==> config.mk <==
export PLATFORM = sky130hd
export DESIGN_NAME = branch_resolve_unit_flat
export DESIGN_NICKNAME = d
export VERILOG_FILES = /design/src/rtl/branch_resolve_unit_if.sv /design/src/rtl/branch_resolve_unit.sv /design/src/flat_wrapper.sv
export SDC_FILE = /design/constraint.sdc
export NUM_CORES = 1
export LEC_CHECK = 0
export BUFFER_PORTS_ARGS = -buffer_cell sky130_fd_sc_hd__buf_2
export CAP_MARGIN = 30
export CORE_MARGIN = 2
export CORE_UTILIZATION = 58
export DETAILED_ROUTE_END_ITERATION = 8
export GPL_ROUTABILITY_DRIVEN = 0
export PLACE_DENSITY = 0.88
export SYNTH_ARGS = -nofsm -noshare
export SYNTH_HDL_FRONTEND = slang
export SYNTH_SLANG_ARGS = --single-unit
==> constraint.sdc <==
create_clock -name cpu_clk -period 9.3 [get_ports cpu_clk]
set_input_delay 0.465 -clock cpu_clk [delete_from_list [all_inputs] [get_ports cpu_clk]]
set_output_delay 0.465 -clock cpu_clk [all_outputs]
set_load 0.02 [all_outputs]
==> src/rtl/branch_resolve_unit_if.sv <==
// Bus bundle between the ID stage and branch_resolve_unit.
// Covers ID operands, kill, predictor update, redirect handshake and perf counters.
interface branch_resolve_unit_if;
    // ID-stage instruction and operands
    logic        id_valid;
    logic        id_stall;
    logic [31:0] id_pc;
    logic [31:0] id_inst;
    logic [31:0] id_rj;
    logic [31:0] id_rd;
    logic [31:0] id_pred_target;
    logic        ex_flush;
    logic        id_kill;

    // Predictor update bus
    logic        upd_valid;
    logic        upd_is_bj;
    logic [31:0] upd_pc;
    logic        upd_taken;
    logic [31:0] upd_target;

    // Redirect handshake towards IF
    logic        redirect_valid;
    logic [31:0] redirect_pc;
    logic        redirect_ready;

    logic [31:0] perf_br_cnt;
    logic [31:0] perf_mispred_cnt;

    modport master (
        output id_valid, id_stall, id_pc, id_inst, id_rj, id_rd, id_pred_target,
        output ex_flush, redirect_ready,
        input  id_kill, upd_valid, upd_is_bj, upd_pc, upd_taken, upd_target,
        input  redirect_valid, redirect_pc, perf_br_cnt, perf_mispred_cnt
    );

    modport slave (
        input  id_valid, id_stall, id_pc, id_inst, id_rj, id_rd, id_pred_target,
        input  ex_flush, redirect_ready,
        output id_kill, upd_valid, upd_is_bj, upd_pc, upd_taken, upd_target,
        output redirect_valid, redirect_pc, perf_br_cnt, perf_mispred_cnt
    );
endinterface

==> src/rtl/branch_resolve_unit.sv <==
// ID-stage LA32R branch resolver: decodes branches, checks the IF prediction, updates the predictor and redirects IF.
// Optional performance counters are enabled with the BRU_PERF_CNT_EN macro.
module branch_resolve_unit #(
    parameter logic [31:0] RESET_PC = 32'h1c000000
) (
    input  logic                  cpu_clk,
    input  logic                  cpu_rstn,
    branch_resolve_unit_if.slave  bus
);

    localparam int unsigned XLEN = 32;
    localparam int unsigned OP_W = 6;

    localparam logic [OP_W-1:0] OP_JIRL = 6'b010011;
    localparam logic [OP_W-1:0] OP_B    = 6'b010100;
    localparam logic [OP_W-1:0] OP_BL   = 6'b010101;
    localparam logic [OP_W-1:0] OP_BEQ  = 6'b010110;
    localparam logic [OP_W-1:0] OP_BNE  = 6'b010111;
    localparam logic [OP_W-1:0] OP_BLT  = 6'b011000;
    localparam logic [OP_W-1:0] OP_BGE  = 6'b011001;
    localparam logic [OP_W-1:0] OP_BLTU = 6'b011010;
    localparam logic [OP_W-1:0] OP_BGEU = 6'b011011;

    typedef enum logic [1:0] {
        S_IDLE  = 2'd0,
        S_REDIR = 2'd1,
        S_WAIT  = 2'd2
    } state_t;

    state_t            state_q;
    logic              redirect_valid_q;
    logic [XLEN-1:0]   redirect_pc_q;

    logic              upd_valid_q;
    logic              upd_is_bj_q;
    logic              upd_taken_q;
    logic [XLEN-1:0]   upd_pc_q;
    logic [XLEN-1:0]   upd_target_q;

    logic [OP_W-1:0]   opcode;
    logic [15:0]       offs16;
    logic [25:0]       offs26;
    logic [XLEN-1:0]   imm16;
    logic [XLEN-1:0]   imm26;
    logic [XLEN-1:0]   seq_pc;
    logic [XLEN-1:0]   cond_target;

    logic              is_bj;
    logic              taken;
    logic [XLEN-1:0]   target;
    logic [XLEN-1:0]   next_pc;

    logic              eq;
    logic              lt_s;
    logic              lt_u;

    logic              kill_c;
    logic              resolve_c;
    logic              mispredict_c;

    // Immediate extraction and the common adders
    assign opcode      = bus.id_inst[31:26];
    assign offs16      = bus.id_inst[25:10];
    assign offs26      = {bus.id_inst[9:0], bus.id_inst[25:10]};
    assign imm16       = {{14{offs16[15]}}, offs16, 2'b00};
    assign imm26       = {{4{offs26[25]}}, offs26, 2'b00};
    assign seq_pc      = bus.id_pc + XLEN'(4);
    assign cond_target = bus.id_pc + imm16;

    assign eq   = (bus.id_rj == bus.id_rd);
    assign lt_s = ($signed(bus.id_rj) < $signed(bus.id_rd));
    assign lt_u = (bus.id_rj < bus.id_rd);

    // Branch decode: direction and taken target
    always_comb begin
        is_bj  = 1'b0;
        taken  = 1'b0;
        target = seq_pc;
        unique case (opcode)
            OP_JIRL: begin
                is_bj  = 1'b1;
                taken  = 1'b1;
                target = bus.id_rj + imm16;
            end
            OP_B, OP_BL: begin
                is_bj  = 1'b1;
                taken  = 1'b1;
                target = bus.id_pc + imm26;
            end
            OP_BEQ: begin
                is_bj  = 1'b1;
                taken  = eq;
                target = cond_target;
            end
            OP_BNE: begin
                is_bj  = 1'b1;
                taken  = !eq;
                target = cond_target;
            end
            OP_BLT: begin
                is_bj  = 1'b1;
                taken  = lt_s;
                target = cond_target;
            end
            OP_BGE: begin
                is_bj  = 1'b1;
                taken  = !lt_s;
                target = cond_target;
            end
            OP_BLTU: begin
                is_bj  = 1'b1;
                taken  = lt_u;
                target = cond_target;
            end
            OP_BGEU: begin
                is_bj  = 1'b1;
                taken  = !lt_u;
                target = cond_target;
            end
            default: begin
                is_bj  = 1'b0;
                taken  = 1'b0;
                target = seq_pc;
            end
        endcase
    end

    assign next_pc = taken ? target : seq_pc;

    // Wrong-path squash: everything while redirecting, and anything but the target while waiting
    assign kill_c = bus.id_valid &
                    ((state_q == S_REDIR) |
                     ((state_q == S_WAIT) & (bus.id_pc != redirect_pc_q)));

    assign resolve_c    = bus.id_valid & !bus.id_stall & !kill_c & !bus.ex_flush;
    assign mispredict_c = resolve_c & (bus.id_pred_target != next_pc);

    // Redirect FSM; a flush from a later stage overrides any pending redirect
    always_ff @(posedge cpu_clk or negedge cpu_rstn) begin
        if (!cpu_rstn) begin
            state_q          <= S_IDLE;
            redirect_valid_q <= 1'b0;
            redirect_pc_q    <= RESET_PC;
        end else if (bus.ex_flush) begin
            state_q          <= S_IDLE;
            redirect_valid_q <= 1'b0;
        end else begin
            unique case (state_q)
                S_IDLE: begin
                    if (mispredict_c) begin
                        state_q          <= S_REDIR;
                        redirect_valid_q <= 1'b1;
                        redirect_pc_q    <= next_pc;
                    end
                end
                S_REDIR: begin
                    if (bus.redirect_ready) begin
                        state_q          <= S_WAIT;
                        redirect_valid_q <= 1'b0;
                    end
                end
                S_WAIT: begin
                    // Only the redirect target can resolve here; others are killed
                    if (resolve_c) begin
                        if (mispredict_c) begin
                            state_q          <= S_REDIR;
                            redirect_valid_q <= 1'b1;
                            redirect_pc_q    <= next_pc;
                        end else begin
                            state_q <= S_IDLE;
                        end
                    end
                end
                default: begin
                    state_q          <= S_IDLE;
                    redirect_valid_q <= 1'b0;
                end
            endcase
        end
    end

    // Predictor update bus, one-cycle strobe per resolved instruction
    always_ff @(posedge cpu_clk or negedge cpu_rstn) begin
        if (!cpu_rstn) begin
            upd_valid_q  <= 1'b0;
            upd_is_bj_q  <= 1'b0;
            upd_taken_q  <= 1'b0;
            upd_pc_q     <= RESET_PC;
            upd_target_q <= RESET_PC;
        end else begin
            upd_valid_q <= resolve_c;
            if (resolve_c) begin
                upd_is_bj_q  <= is_bj;
                upd_taken_q  <= taken;
                upd_pc_q     <= bus.id_pc;
                upd_target_q <= next_pc;
            end
        end
    end

`ifdef BRU_PERF_CNT_EN
    logic [XLEN-1:0] perf_br_q;
    logic [XLEN-1:0] perf_mispred_q;

    // Saturating event counters
    always_ff @(posedge cpu_clk or negedge cpu_rstn) begin
        if (!cpu_rstn) begin
            perf_br_q      <= '0;
            perf_mispred_q <= '0;
        end else begin
            if (resolve_c && is_bj && (perf_br_q != {XLEN{1'b1}})) begin
                perf_br_q <= perf_br_q + XLEN'(1);
            end
            if (mispredict_c && (perf_mispred_q != {XLEN{1'b1}})) begin
                perf_mispred_q <= perf_mispred_q + XLEN'(1);
            end
        end
    end

    assign bus.perf_br_cnt      = perf_br_q;
    assign bus.perf_mispred_cnt = perf_mispred_q;
`else
    assign bus.perf_br_cnt      = '0;
    assign bus.perf_mispred_cnt = '0;
`endif

    assign bus.id_kill        = kill_c;
    assign bus.upd_valid      = upd_valid_q;
    assign bus.upd_is_bj      = upd_is_bj_q;
    assign bus.upd_taken      = upd_taken_q;
    assign bus.upd_pc         = upd_pc_q;
    assign bus.upd_target     = upd_target_q;
    assign bus.redirect_valid = redirect_valid_q;
    assign bus.redirect_pc    = redirect_pc_q;

endmodule

==> src/flat_wrapper.sv <==
// flat-port wrapper written by rule: the top's interface ports become plain ports
module branch_resolve_unit_flat 
#(
    parameter logic [31:0] RESET_PC = 32'h1c000000
)
  (cpu_clk, cpu_rstn, bus_id_valid, bus_id_stall, bus_id_pc, bus_id_inst, bus_id_rj, bus_id_rd, bus_id_pred_target, bus_ex_flush, bus_redirect_ready, bus_id_kill, bus_upd_valid, bus_upd_is_bj, bus_upd_pc, bus_upd_taken, bus_upd_target, bus_redirect_valid, bus_redirect_pc, bus_perf_br_cnt, bus_perf_mispred_cnt);
  branch_resolve_unit_if bus_i ();
  input  logic cpu_clk;
  input  logic cpu_rstn;
  input wire logic [$bits(bus_i.id_valid)-1:0] bus_id_valid;
  input wire logic [$bits(bus_i.id_stall)-1:0] bus_id_stall;
  input wire logic [$bits(bus_i.id_pc)-1:0] bus_id_pc;
  input wire logic [$bits(bus_i.id_inst)-1:0] bus_id_inst;
  input wire logic [$bits(bus_i.id_rj)-1:0] bus_id_rj;
  input wire logic [$bits(bus_i.id_rd)-1:0] bus_id_rd;
  input wire logic [$bits(bus_i.id_pred_target)-1:0] bus_id_pred_target;
  input wire logic [$bits(bus_i.ex_flush)-1:0] bus_ex_flush;
  input wire logic [$bits(bus_i.redirect_ready)-1:0] bus_redirect_ready;
  output wire logic [$bits(bus_i.id_kill)-1:0] bus_id_kill;
  output wire logic [$bits(bus_i.upd_valid)-1:0] bus_upd_valid;
  output wire logic [$bits(bus_i.upd_is_bj)-1:0] bus_upd_is_bj;
  output wire logic [$bits(bus_i.upd_pc)-1:0] bus_upd_pc;
  output wire logic [$bits(bus_i.upd_taken)-1:0] bus_upd_taken;
  output wire logic [$bits(bus_i.upd_target)-1:0] bus_upd_target;
  output wire logic [$bits(bus_i.redirect_valid)-1:0] bus_redirect_valid;
  output wire logic [$bits(bus_i.redirect_pc)-1:0] bus_redirect_pc;
  output wire logic [$bits(bus_i.perf_br_cnt)-1:0] bus_perf_br_cnt;
  output wire logic [$bits(bus_i.perf_mispred_cnt)-1:0] bus_perf_mispred_cnt;
  assign bus_i.id_valid = bus_id_valid;
  assign bus_i.id_stall = bus_id_stall;
  assign bus_i.id_pc = bus_id_pc;
  assign bus_i.id_inst = bus_id_inst;
  assign bus_i.id_rj = bus_id_rj;
  assign bus_i.id_rd = bus_id_rd;
  assign bus_i.id_pred_target = bus_id_pred_target;
  assign bus_i.ex_flush = bus_ex_flush;
  assign bus_i.redirect_ready = bus_redirect_ready;
  assign bus_id_kill = bus_i.id_kill;
  assign bus_upd_valid = bus_i.upd_valid;
  assign bus_upd_is_bj = bus_i.upd_is_bj;
  assign bus_upd_pc = bus_i.upd_pc;
  assign bus_upd_taken = bus_i.upd_taken;
  assign bus_upd_target = bus_i.upd_target;
  assign bus_redirect_valid = bus_i.redirect_valid;
  assign bus_redirect_pc = bus_i.redirect_pc;
  assign bus_perf_br_cnt = bus_i.perf_br_cnt;
  assign bus_perf_mispred_cnt = bus_i.perf_mispred_cnt;
  branch_resolve_unit #(.RESET_PC(RESET_PC)) u_core (.cpu_clk(cpu_clk), .cpu_rstn(cpu_rstn), .bus(bus_i));
endmodule
Word level (Yosys, flattened, before mapping)
Index checks and enable logic that the tools add are counted.
{"block": "classes", "reduce_logical": 15, "magnitude_cmp": 2, "add_sub_neg": 4, "eq_ne": 18, "div_mod_pow": 0, "n_mul": 0, "mux": 18, "bitwise_logic": 8, "shift": 0}
{"op": "32-bit adder", "count": 3}
{"op": "32-bit 2-to-1 mux", "count": 3}
{"op": "32-bit one-hot mux with 3 select lines", "count": 1}
{"op": "32-bit < comparator", "count": 2}
{"op": "32-bit inequality test", "count": 2}
{"op": "32-bit one-hot mux with 2 select lines", "count": 1}
{"op": "6-bit by 5-bit == test with 1-bit output, second input constant", "count": 9}
{"op": "32-bit by 3-bit adder with 32-bit output, second input constant", "count": 1}
{"op": "32-bit == test", "count": 1}
{"op": "9-bit OR reduction", "count": 1}
{"op": "2-bit 2-to-1 mux", "count": 4}
{"op": "1-bit one-hot mux with 7 select lines", "count": 1}
{"op": "1-bit bitwise AND", "count": 6}
{"op": "1-bit zero test", "count": 6}
{"op": "1-bit 2-to-1 mux", "count": 6}
{"op": "3-bit by 2-bit inequality test with 1-bit output, second input constant", "count": 2}
{"op": "2-bit one-hot mux with 3 select lines", "count": 1}
{"op": "3-bit AND reduction", "count": 2}
{"op": "6-bit OR reduction", "count": 1}
{"op": "3-bit inequality test, second input constant", "count": 1}
{"op": "1-bit one-hot mux with 3 select lines", "count": 1}
{"op": "3-bit OR reduction", "count": 1}
{"op": "2-bit by 1-bit == test with 1-bit output, second input constant", "count": 1}
{"op": "2-bit == test, second input constant", "count": 1}
{"op": "other kinds (7)", "count": 7}
{"block": "totals", "n_memories": 0, "latchBits": 0, "reg_bits": 102, "mem_bits_ro": 0, "input_bits": 166, "output_inout_bits": 165, "ram_bits": 0, "elab_cells": 73}

Depth between registers and ports, before layout
{"block": "depth", "ltp_word": 12, "depth_mapped": 22, "mapped_depth_nobuf": 18}

Worst setup path before layout
OpenSTA, ideal clock, no wires.
{"block": "synth_timing", "path_kind": "in2reg", "startpoint": "in bus_id_inst[31]", "endpoint": "reg u_core.redirect_pc_q[10], in the netlist u_core.bus.redirect_pc[10]", "n_path_buf": 4, "path_stages": 20, "required_time_ps": 9175, "arrival_time_ps": 5261, "setup_time_ps": 125, "setup_slack_ps": 3914, "path_cell_list": "nand2b_1 -> clkbuf_1 -> a21oi_1 -> clkbuf_1 -> clkbuf_1 -> mux2_2 -> ha_1 -> and3_1 -> nand2_1 -> or4_1 -> o21ai_1 -> mux2i_1 -> a2111oi_2 -> mux2i_1 -> xnor2_1 -> o2111ai_1 -> nor4_4 -> a31oi_4 -> buf_6 -> mux2_4"}
{"block": "synth_between", "elab_chain_cells": 9, "word_cells_on_any_way": 20, "cone_classes": "10 x eq/ne; 6 x mux; 1 x bitwise; 3 x reduce/logical"}
{"item": "from (decl)", "line": "flat_wrapper.sv:13", "rtl": "input wire logic [$bits(bus_i.id_inst)-1:0] bus_id_inst;"}
{"item": "6-bit by 5-bit == test with 1-bit output", "line": "branch_resolve_unit.sv:79", "rtl": "unique case (opcode)"}
{"item": "6-bit OR reduction (no source line) (tied with other cells)"}
{"item": "32-bit one-hot mux with 3 select lines or 1-bit one-hot mux with 7 select lines (tied branches)", "line": "branch_resolve_unit.sv:79"}
{"item": "32-bit 2-to-1 mux (*)", "line": "branch_resolve_unit.sv:128", "rtl": "assign next_pc = taken ? target : seq_pc;"}
{"item": "32-bit inequality test", "line": "branch_resolve_unit.sv:136", "rtl": "assign mispredict_c = resolve_c & (bus.id_pred_target != next_pc);"}
{"item": "1-bit bitwise AND", "line": "branch_resolve_unit.sv:136"}
{"item": "32-bit 2-to-1 mux (*)", "line": "branch_resolve_unit.sv:150, branch_resolve_unit.sv:165"}
{"item": "32-bit 2-to-1 mux", "line": "branch_resolve_unit.sv:164", "rtl": "if (resolve_c) begin"}
{"item": "32-bit one-hot mux with 2 select lines (*)", "line": "branch_resolve_unit.sv:148", "rtl": "unique case (state_q)"}
{"item": "to (signal assigned)", "line": "branch_resolve_unit.sv:153", "rtl": "redirect_pc_q <= next_pc;"}
{"item": "to (signal assigned)", "line": "branch_resolve_unit.sv:168", "rtl": "redirect_pc_q <= next_pc;"}
{"item": "to (decl)", "line": "branch_resolve_unit.sv:32", "rtl": "logic [XLEN-1:0] redirect_pc_q;"}
Every way passes the cells marked *; elsewhere a longest branch is shown, timed or not. The select of a mux whose other input is x is not followed.
A chain may end at the register's enable or synchronous reset.

Final worst setup path
{"block": "layout_timing", "startpoint": "in bus_id_inst[31]", "endpoint": "reg u_core.redirect_pc_q[1], in the netlist u_core.bus.redirect_pc[1]"}
Same word-level chain as after synthesis.

==> out/results.ini <==
[outcome]
status=finished clean

[logic_synthesis]
ys_ff_latch=102
syn_area_per_cell_um2=8.510
yosys.area.top_type=dfrtp_1
yosys-top-cells-count=184 x nand2_1, 97 x ha_1, 93 x dfrtp_1
ys_async_sr_fraction_pct=100.0
syn_area_um2=11410
syn_inst=1341
yosysUniqueCellTypes=87
post-synth-top-count-cell=nand2_1
seq_area_frac_synth_pct=22.46
synth_top_area_share_pct=20.39
synth-main-ff-cell=dfrtp_1
synth_area_leaders=dfrtp_1 20%, ha_1 11%, mux2_2 6.1%, nand2_1 6.1%, xor2_1 5.8%
synth-edff-count=0
yosys_warnings=0

[clock_tree]
postCtsSetupBuffers=0
cts-root-buf=clkbuf_16
cts_buffers=9
postCtsHoldBufs=0
clock_latency_ns=0.36
ctsResizeCount=0
cts.sinks=102
cts.path.max_buffers=2
cts_tree=yes
h-tree-depth=3
clk_pin_slew_ns=0.08

[worst_setup_path]
critical_path.max_stage_delay_ns=0.53
critPathSlowestCell=o21ai_0
crit_required_ns=9.55
cp_max_fo=31
crit_family=compound AO/OA/AOI/OAI gates
end_kind=register
cp_data_arrival_time_ns=6.19
crit_chain=buf_2 > nand2b_1 > a21oi_2 > buf_4 > mux2_2 > ha_1 > a21oi_1 > o21ai_0 > a21o_1 > o21ai_1 > a31oi_1 > a311oi_1 > xnor2_1 > a221oi_1 > a21oi_1 > xor2_1 > a211oi_2 > a31oi_4 > buf_4 > mux2_2
cp_num_buf_inv=3
worstSetupPathType=in -> reg
crit_path_start_kind=input pin

[placement]
dpl-instance-area_um2=12670
port-buffer-count=266
dpl.hpwl_um=30330
pre_cts_ws_ns=3.184

[hold_path]
worstHoldPathType=in -> async

[sta]
hold_viol_final=0
finalSetupViolations=0
max-slew-margin-rel_pct=29.37
timing.final.ws_setup_ns=3.352
setup_tns_ns=0
min_period_ns=5.948
fmax_mhz=168.1
grt_setup_unrepaired=no
tightest_slew_ns=1.030
post-route-period-util_pct=63.96
final_max_slew_viol_count=0
finClkSkew_ns=0.01574

[job]
drv_cap=0

[layout]
nets=1836
stdcell_area_um2=12970
drive_above_1_share_pct=27.35
syn2layout_area_growth_pct=13.68

[route]
finalWirelength_um=37820
wl_per_cell_um=20.51
first_pass_iters=6
antenna_left=0
vias_per_cell=6.148
via_count=11336
drcViolationCount=0
drt_iter0_drc=1129

[global_routing]
antenna_found_initial=4
grt_use_total_pct=35.24
grt_first_pass_wirelength_um=56240
grt-ovfl-total=0
grt_pass1_vias=10656
grt_max_degree=76

[die]
fp.dieH_um=144.3
die_area_um2=20810
rows=51
coreArea_um2=19400
ioPinCount=331
die_w_um=144.3
initial_core_util_pct=58.83

[power]
power.leakage_uw=0.006363
ir_drop_mv=0.08893
power.density_nw_per_um2=149.8

[through the flow]
stage / total power [uW] / hold slack, ns / cells / util [%]
2_1_floorplan: 1254 / 0.1694 / 1404 / -
3_3_place_gp: 1524 / 0.4086 / 1825 / 65.30
5_1_grt: 2038 / 0.03098 / 1844 / 66.88
6_report: 1944 / 0.01538 / 1844 / 66.88
4_1_cts: 1928 / 0.02614 / 1841 / 66.84
3_5_place_dp: 1550 / 0.4102 / 1825 / 65.30
[cell usage in the layout, fill, tap and decap left out, types with 28 or more instances in the layout]
cell,n
nand2_1,184
nor2_1,60
dfrtp_1,93
xor2_1,75
nand3_1,34
o21ai_0,41
a21oi_1,79
mux2_4,28
inv_1,56
conb_1,64
xnor2_1,53
buf_2,265
nand4_1,29
mux2_2,62
ha_1,97
[cells by family (layout without fill, tap and decap cells)]
family	Yosys count	count (layout)	share of synthesized area (%)
buffers and inverters	176	348	8.332
AND/OR/NAND/NOR	437	437	18.99
XOR/XNOR	129	129	9.966
AO/OA/AOI/OAI	285	285	17.50
flip-flops	102	102	22.46
multiplexers	112	112	11.73
other	1	67	0.03286
adder cells (fa/ha/maj)	99	99	10.99
[worst register-to-register path: stages (launching register included)]
cell,delay (ns)
dfstp_2,0.57
xor2_1,0.09
nor4_1,0.43
nand4_1,0.14
o211ai_1,0.18
o21ai_0,0.15
or4b_2,0.65
buf_4,0.33
or3_1,0.43
a31oi_4,0.39
buf_4,0.51
mux2_2,0.40
[final cells by class]
| class | instances | area [um2] |
|---|---|---|
| timing repair buffer | 275 | 1401 |
| tap | 265 | 331.6 |
| fill | 1599 | 6425 |
| multi-input combinational | 1126 | 8157 |
| sequential | 102 | 2564 |
| inverter | 57 | 214.0 |
| clock inverter | 7 | 73.82 |
| antenna | 3 | 7.507 |
| clock buffer | 9 | 225.2 |
[registers in the layout, indices dropped and copies added, names as in the netlist]
name	flops
u_core.bus.redirect_valid	1
u_core.bus.upd_is_bj	1
u_core.bus.upd_pc	32
u_core.bus.upd_target	32
u_core.bus.upd_taken	1
u_core.bus.redirect_pc	32
u_core.bus.upd_valid	1
u_core.state_q	2
[path summary, 6_finish.rpt]
check | from | to | slack, ns | cells after the start
min | cpu_rstn | u_core.bus.upd_target[31] | 0.02 | 1
max reg2reg | u_core.bus.redirect_pc[28] | u_core.bus.redirect_pc[1] | 4.92 | 11
min in group cpu_clk | bus_ex_flush | u_core.state_q[1] | 0.32 | 2
max in group asynchronous | cpu_rstn | u_core.bus.redirect_pc[10] | 8.02 | 2
min reg2reg | u_core.bus.upd_pc[28] | u_core.bus.upd_pc[28] | 0.46 | 2
max | bus_id_inst[31] | u_core.bus.redirect_pc[1] | 3.35 | 20
[power breakdown]
part	internal [uW]	switching [uW]	total [uW]	leakage (uW)
Clock	191	188	379	0.000148
Sequential	551	84.6	636	0.00124
Combinational	362	567	929	0.00498
[routing by layer]
layer | track usage [%] | wire length, um | vias up
met1 | 44.72 | 14880 | 5310
met3 | 7.881 | 3911 | 165
met2 | 56.19 | 16870 | 725
met5 | 0 | 13 | -
li1 | - | - | 5134
met4 | 18.50 | 2140 | 2
No activity file was read; power rests on OpenSTA's default activity.
